==> src/rtl/peripheral_wb_pkg.sv <==
// peripheral_wb_pkg
// Shared Wishbone definitions for the peripheral bus blocks.
//   - CTI_* : cycle-type-identifier encodings (classic, constant, incrementing, end)
//   - arb_state_t : arbiter FSM states
//   - rr_next() : round-robin pick over up to RR_MAX_NM requesters
package peripheral_wb_pkg;

  localparam logic [2:0] CTI_CLASSIC = 3'b000;
  localparam logic [2:0] CTI_CONST   = 3'b001;
  localparam logic [2:0] CTI_INC     = 3'b010;
  localparam logic [2:0] CTI_END     = 3'b111;

  localparam int unsigned RR_MAX_NM = 8;

  typedef enum logic {
    ARB_IDLE,
    ARB_BUSY
  } arb_state_t;

  // One-hot pick of the first requester found at last+1, last+2, ... (mod nm).
  // Returns all-zero when nobody requests.
  function automatic logic [RR_MAX_NM-1:0] rr_next(input logic [RR_MAX_NM-1:0] req,
                                                   input int unsigned         last,
                                                   input int unsigned         nm);
    logic [RR_MAX_NM-1:0] pick;
    int unsigned          idx;
    pick = '0;
    for (int unsigned k = 1; k <= RR_MAX_NM; k++) begin
      idx = (last + k) % nm;
      if (k <= nm && pick == '0 && req[idx[2:0]]) begin
        pick[idx[2:0]] = 1'b1;
      end
    end
    return pick;
  endfunction

endpackage

==> src/rtl/peripheral_arbiter_rr_wb.sv <==
// peripheral_arbiter_rr_wb
// Combinational round-robin picker.
//   req_i  : per-master request (wb_cyc)
//   last_i : index of the master granted most recently
//   gnt_o  : one-hot pick, zero when no request
//   idx_o  : binary index of the pick (0 when no request)
//   any_o  : at least one master is requesting
module peripheral_arbiter_rr_wb
  import peripheral_wb_pkg::*;
#(
  parameter int NM = 4,
  parameter int LW = $clog2(NM)
) (
  input  logic [NM-1:0] req_i,
  input  logic [LW-1:0] last_i,
  output logic [NM-1:0] gnt_o,
  output logic [LW-1:0] idx_o,
  output logic          any_o
);

  logic [RR_MAX_NM-1:0] req8;
  logic [RR_MAX_NM-1:0] pick8;

  always_comb begin
    req8           = '0;
    req8[NM-1:0]   = req_i;
    pick8          = rr_next(req8, 32'(last_i), NM);
    gnt_o          = pick8[NM-1:0];
    idx_o          = '0;
    for (int i = 0; i < RR_MAX_NM; i++) begin
      if (pick8[i]) idx_o = LW'(i);
    end
  end

  assign any_o = |req_i;

endmodule

==> src/rtl/peripheral_arbiter_wb.sv <==
// peripheral_arbiter_wb
// Round-robin Wishbone arbiter sharing one slave port between NM masters.
// Ownership is granted per bus cycle (wb_cyc) and held until the owner drops
// cyc; one idle cycle always separates two grants. Requests and responses are
// muxed combinationally, so the arbiter adds no response latency. An optional
// watchdog (TIMEOUT>0) answers a stalled transfer with a single err pulse.
// Ports:
//   wb_clk, wb_rst_n                 : clock, async active-low reset
//   m_adr_i..m_bte_i                 : packed per-master requests (master i at slice i)
//   m_dat_o, m_ack_o/m_err_o/m_rty_o : read data (broadcast), per-master responses
//   s_adr_o..s_bte_o                 : request to the shared slave
//   s_dat_i, s_ack_i/s_err_i/s_rty_i : slave response
//   grant_o                          : one-hot current owner, zero when idle
module peripheral_arbiter_wb
  import peripheral_wb_pkg::*;
#(
  parameter int NM      = 4,
  parameter int DW      = 32,
  parameter int AW      = 32,
  parameter int TIMEOUT = 0
) (
  input  logic               wb_clk,
  input  logic               wb_rst_n,
  input  logic [NM*AW-1:0]   m_adr_i,
  input  logic [NM*DW-1:0]   m_dat_i,
  input  logic [NM*DW/8-1:0] m_sel_i,
  input  logic [NM-1:0]      m_we_i,
  input  logic [NM-1:0]      m_cyc_i,
  input  logic [NM-1:0]      m_stb_i,
  input  logic [NM*3-1:0]    m_cti_i,
  input  logic [NM*2-1:0]    m_bte_i,
  output logic [DW-1:0]      m_dat_o,
  output logic [NM-1:0]      m_ack_o,
  output logic [NM-1:0]      m_err_o,
  output logic [NM-1:0]      m_rty_o,
  output logic [AW-1:0]      s_adr_o,
  output logic [DW-1:0]      s_dat_o,
  output logic [DW/8-1:0]    s_sel_o,
  output logic               s_we_o,
  output logic               s_cyc_o,
  output logic               s_stb_o,
  output logic [2:0]         s_cti_o,
  output logic [1:0]         s_bte_o,
  input  logic [DW-1:0]      s_dat_i,
  input  logic               s_ack_i,
  input  logic               s_err_i,
  input  logic               s_rty_i,
  output logic [NM-1:0]      grant_o
);

  localparam int LW  = $clog2(NM);
  localparam int SW  = DW / 8;
  localparam int WDW = (TIMEOUT > 0) ? $clog2(TIMEOUT + 1) : 1;
  localparam logic [WDW-1:0] WD_LAST = (TIMEOUT > 0) ? WDW'(TIMEOUT - 1) : '0;

  arb_state_t     state_q;
  logic [NM-1:0]  grant_q;
  logic [LW-1:0]  last_q;
  logic [WDW-1:0] wd_q;
  logic           to_q;     // watchdog error cycle in progress

  logic [NM-1:0]  pick_gnt;
  logic [LW-1:0]  pick_idx;
  logic           any_req;
  logic           owner_cyc;
  logic           slv_resp;

  peripheral_arbiter_rr_wb #(
    .NM (NM),
    .LW (LW)
  ) u_rr (
    .req_i  (m_cyc_i),
    .last_i (last_q),
    .gnt_o  (pick_gnt),
    .idx_o  (pick_idx),
    .any_o  (any_req)
  );

  assign owner_cyc = |(m_cyc_i & grant_q);
  assign slv_resp  = s_ack_i | s_err_i | s_rty_i;

  always_ff @(posedge wb_clk or negedge wb_rst_n) begin
    if (!wb_rst_n) begin
      state_q <= ARB_IDLE;
      grant_q <= '0;
      last_q  <= LW'(NM - 1);
      wd_q    <= '0;
      to_q    <= 1'b0;
    end else begin
      case (state_q)
        ARB_IDLE: begin
          wd_q <= '0;
          to_q <= 1'b0;
          if (any_req) begin
            grant_q <= pick_gnt;
            last_q  <= pick_idx;
            state_q <= ARB_BUSY;
          end
        end
        ARB_BUSY: begin
          if (!owner_cyc) begin
            grant_q <= '0;
            wd_q    <= '0;
            to_q    <= 1'b0;
            state_q <= ARB_IDLE;
          end else if (TIMEOUT == 0) begin
            wd_q <= '0;
            to_q <= 1'b0;
          end else if (to_q) begin
            // err pulse lasts exactly one cycle; the watchdog restarts afterwards
            to_q <= 1'b0;
            wd_q <= '0;
          end else if (s_stb_o && !slv_resp) begin
            if (wd_q == WD_LAST) begin
              to_q <= 1'b1;
              wd_q <= '0;
            end else begin
              wd_q <= wd_q + 1'b1;
            end
          end else begin
            wd_q <= '0;
          end
        end
        default: state_q <= ARB_IDLE;
      endcase
    end
  end

  // grant_q is zero whenever idle or in reset, so every output falls to 0 then
  always_comb begin
    s_adr_o = '0;
    s_dat_o = '0;
    s_sel_o = '0;
    s_we_o  = 1'b0;
    s_cyc_o = 1'b0;
    s_stb_o = 1'b0;
    s_cti_o = '0;
    s_bte_o = '0;
    for (int i = 0; i < NM; i++) begin
      if (grant_q[i]) begin
        s_adr_o = m_adr_i[i*AW +: AW];
        s_dat_o = m_dat_i[i*DW +: DW];
        s_sel_o = m_sel_i[i*SW +: SW];
        s_we_o  = m_we_i[i];
        s_cyc_o = m_cyc_i[i];
        s_stb_o = m_stb_i[i] & ~to_q;
        s_cti_o = m_cti_i[i*3 +: 3];
        s_bte_o = m_bte_i[i*2 +: 2];
      end
    end
  end

  assign m_ack_o = grant_q & {NM{s_ack_i}};
  assign m_err_o = grant_q & {NM{s_err_i | to_q}};
  assign m_rty_o = grant_q & {NM{s_rty_i}};
  assign m_dat_o = (|grant_q) ? s_dat_i : '0;
  assign grant_o = grant_q;

endmodule

==> config.mk <==
export PLATFORM = sky130hd
export DESIGN_NAME = peripheral_arbiter_wb
export DESIGN_NICKNAME = d
export VERILOG_FILES = /design/src/rtl/peripheral_wb_pkg.sv /design/src/rtl/peripheral_arbiter_rr_wb.sv /design/src/rtl/peripheral_arbiter_wb.sv
export SDC_FILE = /design/constraint.sdc
export NUM_CORES = 1
export LEC_CHECK = 0
export BUFFER_PORTS_ARGS = -buffer_cell sky130_fd_sc_hd__buf_2
export CAP_MARGIN = 20
export CORE_AREA = 10 10 174 176
export DETAILED_ROUTE_END_ITERATION = 12
export DIE_AREA = 0 0 184 186
export GPL_TIMING_DRIVEN = 0
export PLACE_DENSITY = 0.4
export SYNTH_ARGS = -nofsm -noshare
export SYNTH_HDL_FRONTEND = slang
export SYNTH_SLANG_ARGS = --single-unit
==> constraint.sdc <==
create_clock -name wb_clk -period 3 [get_ports wb_clk]
set_input_delay 0.6 -clock wb_clk [delete_from_list [all_inputs] [get_ports wb_clk]]
set_output_delay 0.6 -clock wb_clk [all_outputs]
set_load 0.05 [all_outputs]
==> run metrics <==
setup violators final=0; Die Ht=186 um; largest net degree at the start of global routing=20; drt first pass iters=5; Net Count, Synth=786; total global-route track usage=13.7%; Finished Layout Cells=1,245; final hold violation count=0; Max VDD drop=0.000543 V; first-pass GRT wire length=36,200 um; Slew @ Worst Pin=0.813 ns; Root Driver=clkbuf_16; top post-synthesis cells by area=a22oi_1, o22ai_1, a21oi_1; DR DRC count=0; vias in the first global route=5,537; vias per cell=4.40; synth cell count leaders=a21oi_1, a22oi_1, o22ai_1; post-synthesis compound-gate area fraction=58.6%; ys async rst share=100%; Die Width=184 um; Routed WL=26,800 um; final total power=8360 uW; core area=0.0267 mm^2; Pwr Density=1430 mW/mm^2; DR WL/cell=21.5 um; number of synthesized flops with an enable pin=0; run status=finished, final reports clean; Final Cell Area=0.00584 mm^2; CP endpoint kind=flop; FP Rows=60; starting DRC count in detailed routing=309; delay of the slowest cell on the worst path=0.59 ns; gp weighted congestion=0.845; starting density of the core=10.5%; post-CTS setup buffer count=0; Ys Warns=0; RSZ-0062 raised after global routing=no; post-synthesis mux area share=4.71%; syn_area_per_cell=6.44 um^2; cell family with most CP delay=compound AO/OA/AOI/OAI gates; total gr overflow=0; min Tclk post-route=2.83 ns; DP Area=0.00572 mm^2; Worst Path Arrival=2.92 ns; Setup Skew=0.000828 ns; worst hold path class=in2async; max-slew violations=0; hold_ws=0.197 ns; Worst R2R Path Depth=10; Num CTS Buffers=3; adder-cell share of the synthesized area=3.55%; WP buf/inv=3; Post-Synth XOR/XNOR Area=0%; share of the synthesized area in the top cell type=20.0%; Rel. slew slack=45.8%; clock latency on the worst-skew pair=0.23 ns; synthesized instance count=437; LEAKAGE=0.00290 uW; CP Depth=10; Die ar.=0.0342 mm^2; crit start category=flop; Synth Area in Simple Gates=18.8%; fmax=0.354 GHz; Synth Cell Area=0.00282 mm^2; CTS Sinks=7; # fillers=3,096; Critical-path top delay cell=dfstp_2; htree depth=1; sequential-to-total area share from yosys stat=6.31%; dpl cells=1,242; top-count cell post-synth=a21oi_1; main combinational cell family by area after synthesis=compound AO/OA/AOI/OAI gates; routed vias=5,474; Clock Pin Slew Worst Setup and Hold Paths=0.04 ns; origin of the worst setup path=last_q[0]; PortBufs=464; Final period util=94.2%; layout cell share with drive strength beyond 1=60.9%; post-detail-place hpwl=23,300 um; largest area contributor in the netlist=a22oi_1; Critical Path Fanout Max=10; Seq cells post-synth=7; Most used DFF post-synth=dfrtp_1; clock tree buffer depth=2; antenna-violating nets left=0; Worst Path Required=3.10 ns; nets@finish=1,253; most used cell, CP=buf_6; worst flop-to-flop path startpoint=last_q[0]; initial antenna violation count=1; Setup CP Type=reg2reg; final design utilization=21.8%; # Max-Cap Violations=0; distinct cell type count of the synthesized netlist=47; # IOs=465; CTS tree=yes; Layout area overhead=107%; CP cell instances=buf_6, inv_1, ha_2, mux4_2, o31ai_1, o211ai_1, and4_4, buf_6, a311oi_1, o21ai_1
## per-layer routing
metal	wire (um)	track usage [%]	part of all wire, %	up-vias
li1	-	-	-	2669
met5	0	0	0	-
met4	259	2.13	0.97	0
met2	13400	23.9	50	281
met3	2440	3.72	9.1	16
met1	10700	16.8	40	2508
## path summary, 6_finish.rpt
check / slack (ns) / endpoint
max in group asynchronous: 2.57 / last_q[1]
max reg2reg: 0.17 / grant_o[0]
min reg2reg: 0.57 / state_q
min in group wb_clk: 0.57 / state_q
min: 0.20 / grant_o[1]
max: 0.17 / grant_o[0]
## logic make-up (layout without fill, tap and decap cells)
group / after synthesis / in the layout
adder cells (fa/ha/maj): 8 / 8
buffers and inverters: 56 / 522
flip-flops: 7 / 7
AND/OR/NAND/NOR: 97 / 97
other: 0 / 1
AO/OA/AOI/OAI: 261 / 261
multiplexers: 8 / 8
## final cells by class
type	count	area [um^2]	area share, %
sequential	7	180	3.09
tap	341	427	7.31
buffer	48	230	3.94
antenna	1	2.50	0.0429
clock buffer	4	78.8	1.35
inverter	6	23.8	0.407
multi-input combinational	374	2570	44.1
timing repair buffer	464	2320	39.8
## through the flow
step                      setup TNS (ns)  setup WS (ns)
after floorplan                        0        0.00773
after global placement            -27.26         -0.642
after detailed placement          -27.41         -0.636
after CTS                              0         0.0690
after global routing                   0        0.00232
final                                  0          0.174
## power breakdown
group | internal [uW] | switching, uW
registers | 154 | 88.5
logic | 2000 | 5890
clock network | 177 | 48.3
## sequential cells by signal, indices dropped and copies added, names as in the netlist
register	count
grant_o	4
last_q	2
state_q	1
## cell usage in the layout (no fill, tap or decap), types with 12 or more instances in the layout
cell,n
a21oi_2,41
o22ai_1,66
nor2_1,16
buf_2,473
a22oi_1,75
nor2b_1,34
a21oi_1,41
nand2_1,16
and2_1,12
clkbuf_1,23
## worst register-to-register path: stages, from the launching register on
cell and delay [ns]:
dfstp_2 0.59, buf_6 0.16, inv_1 0.14, ha_2 0.41, mux4_2 0.42, o31ai_1 0.12, o211ai_1 0.15, and4_4 0.17
buf_6 0.12, a311oi_1 0.32, o21ai_1 0.10
## repair_timing
item | CTS | global route
resized for setup | 25 | 8
cloned | 0 | 0
endpoints found under the setup margin | 79 | 50
pin swaps | 0 | 1
hold buffers | 0 | 0
Power figures use the tool's default switching activity.
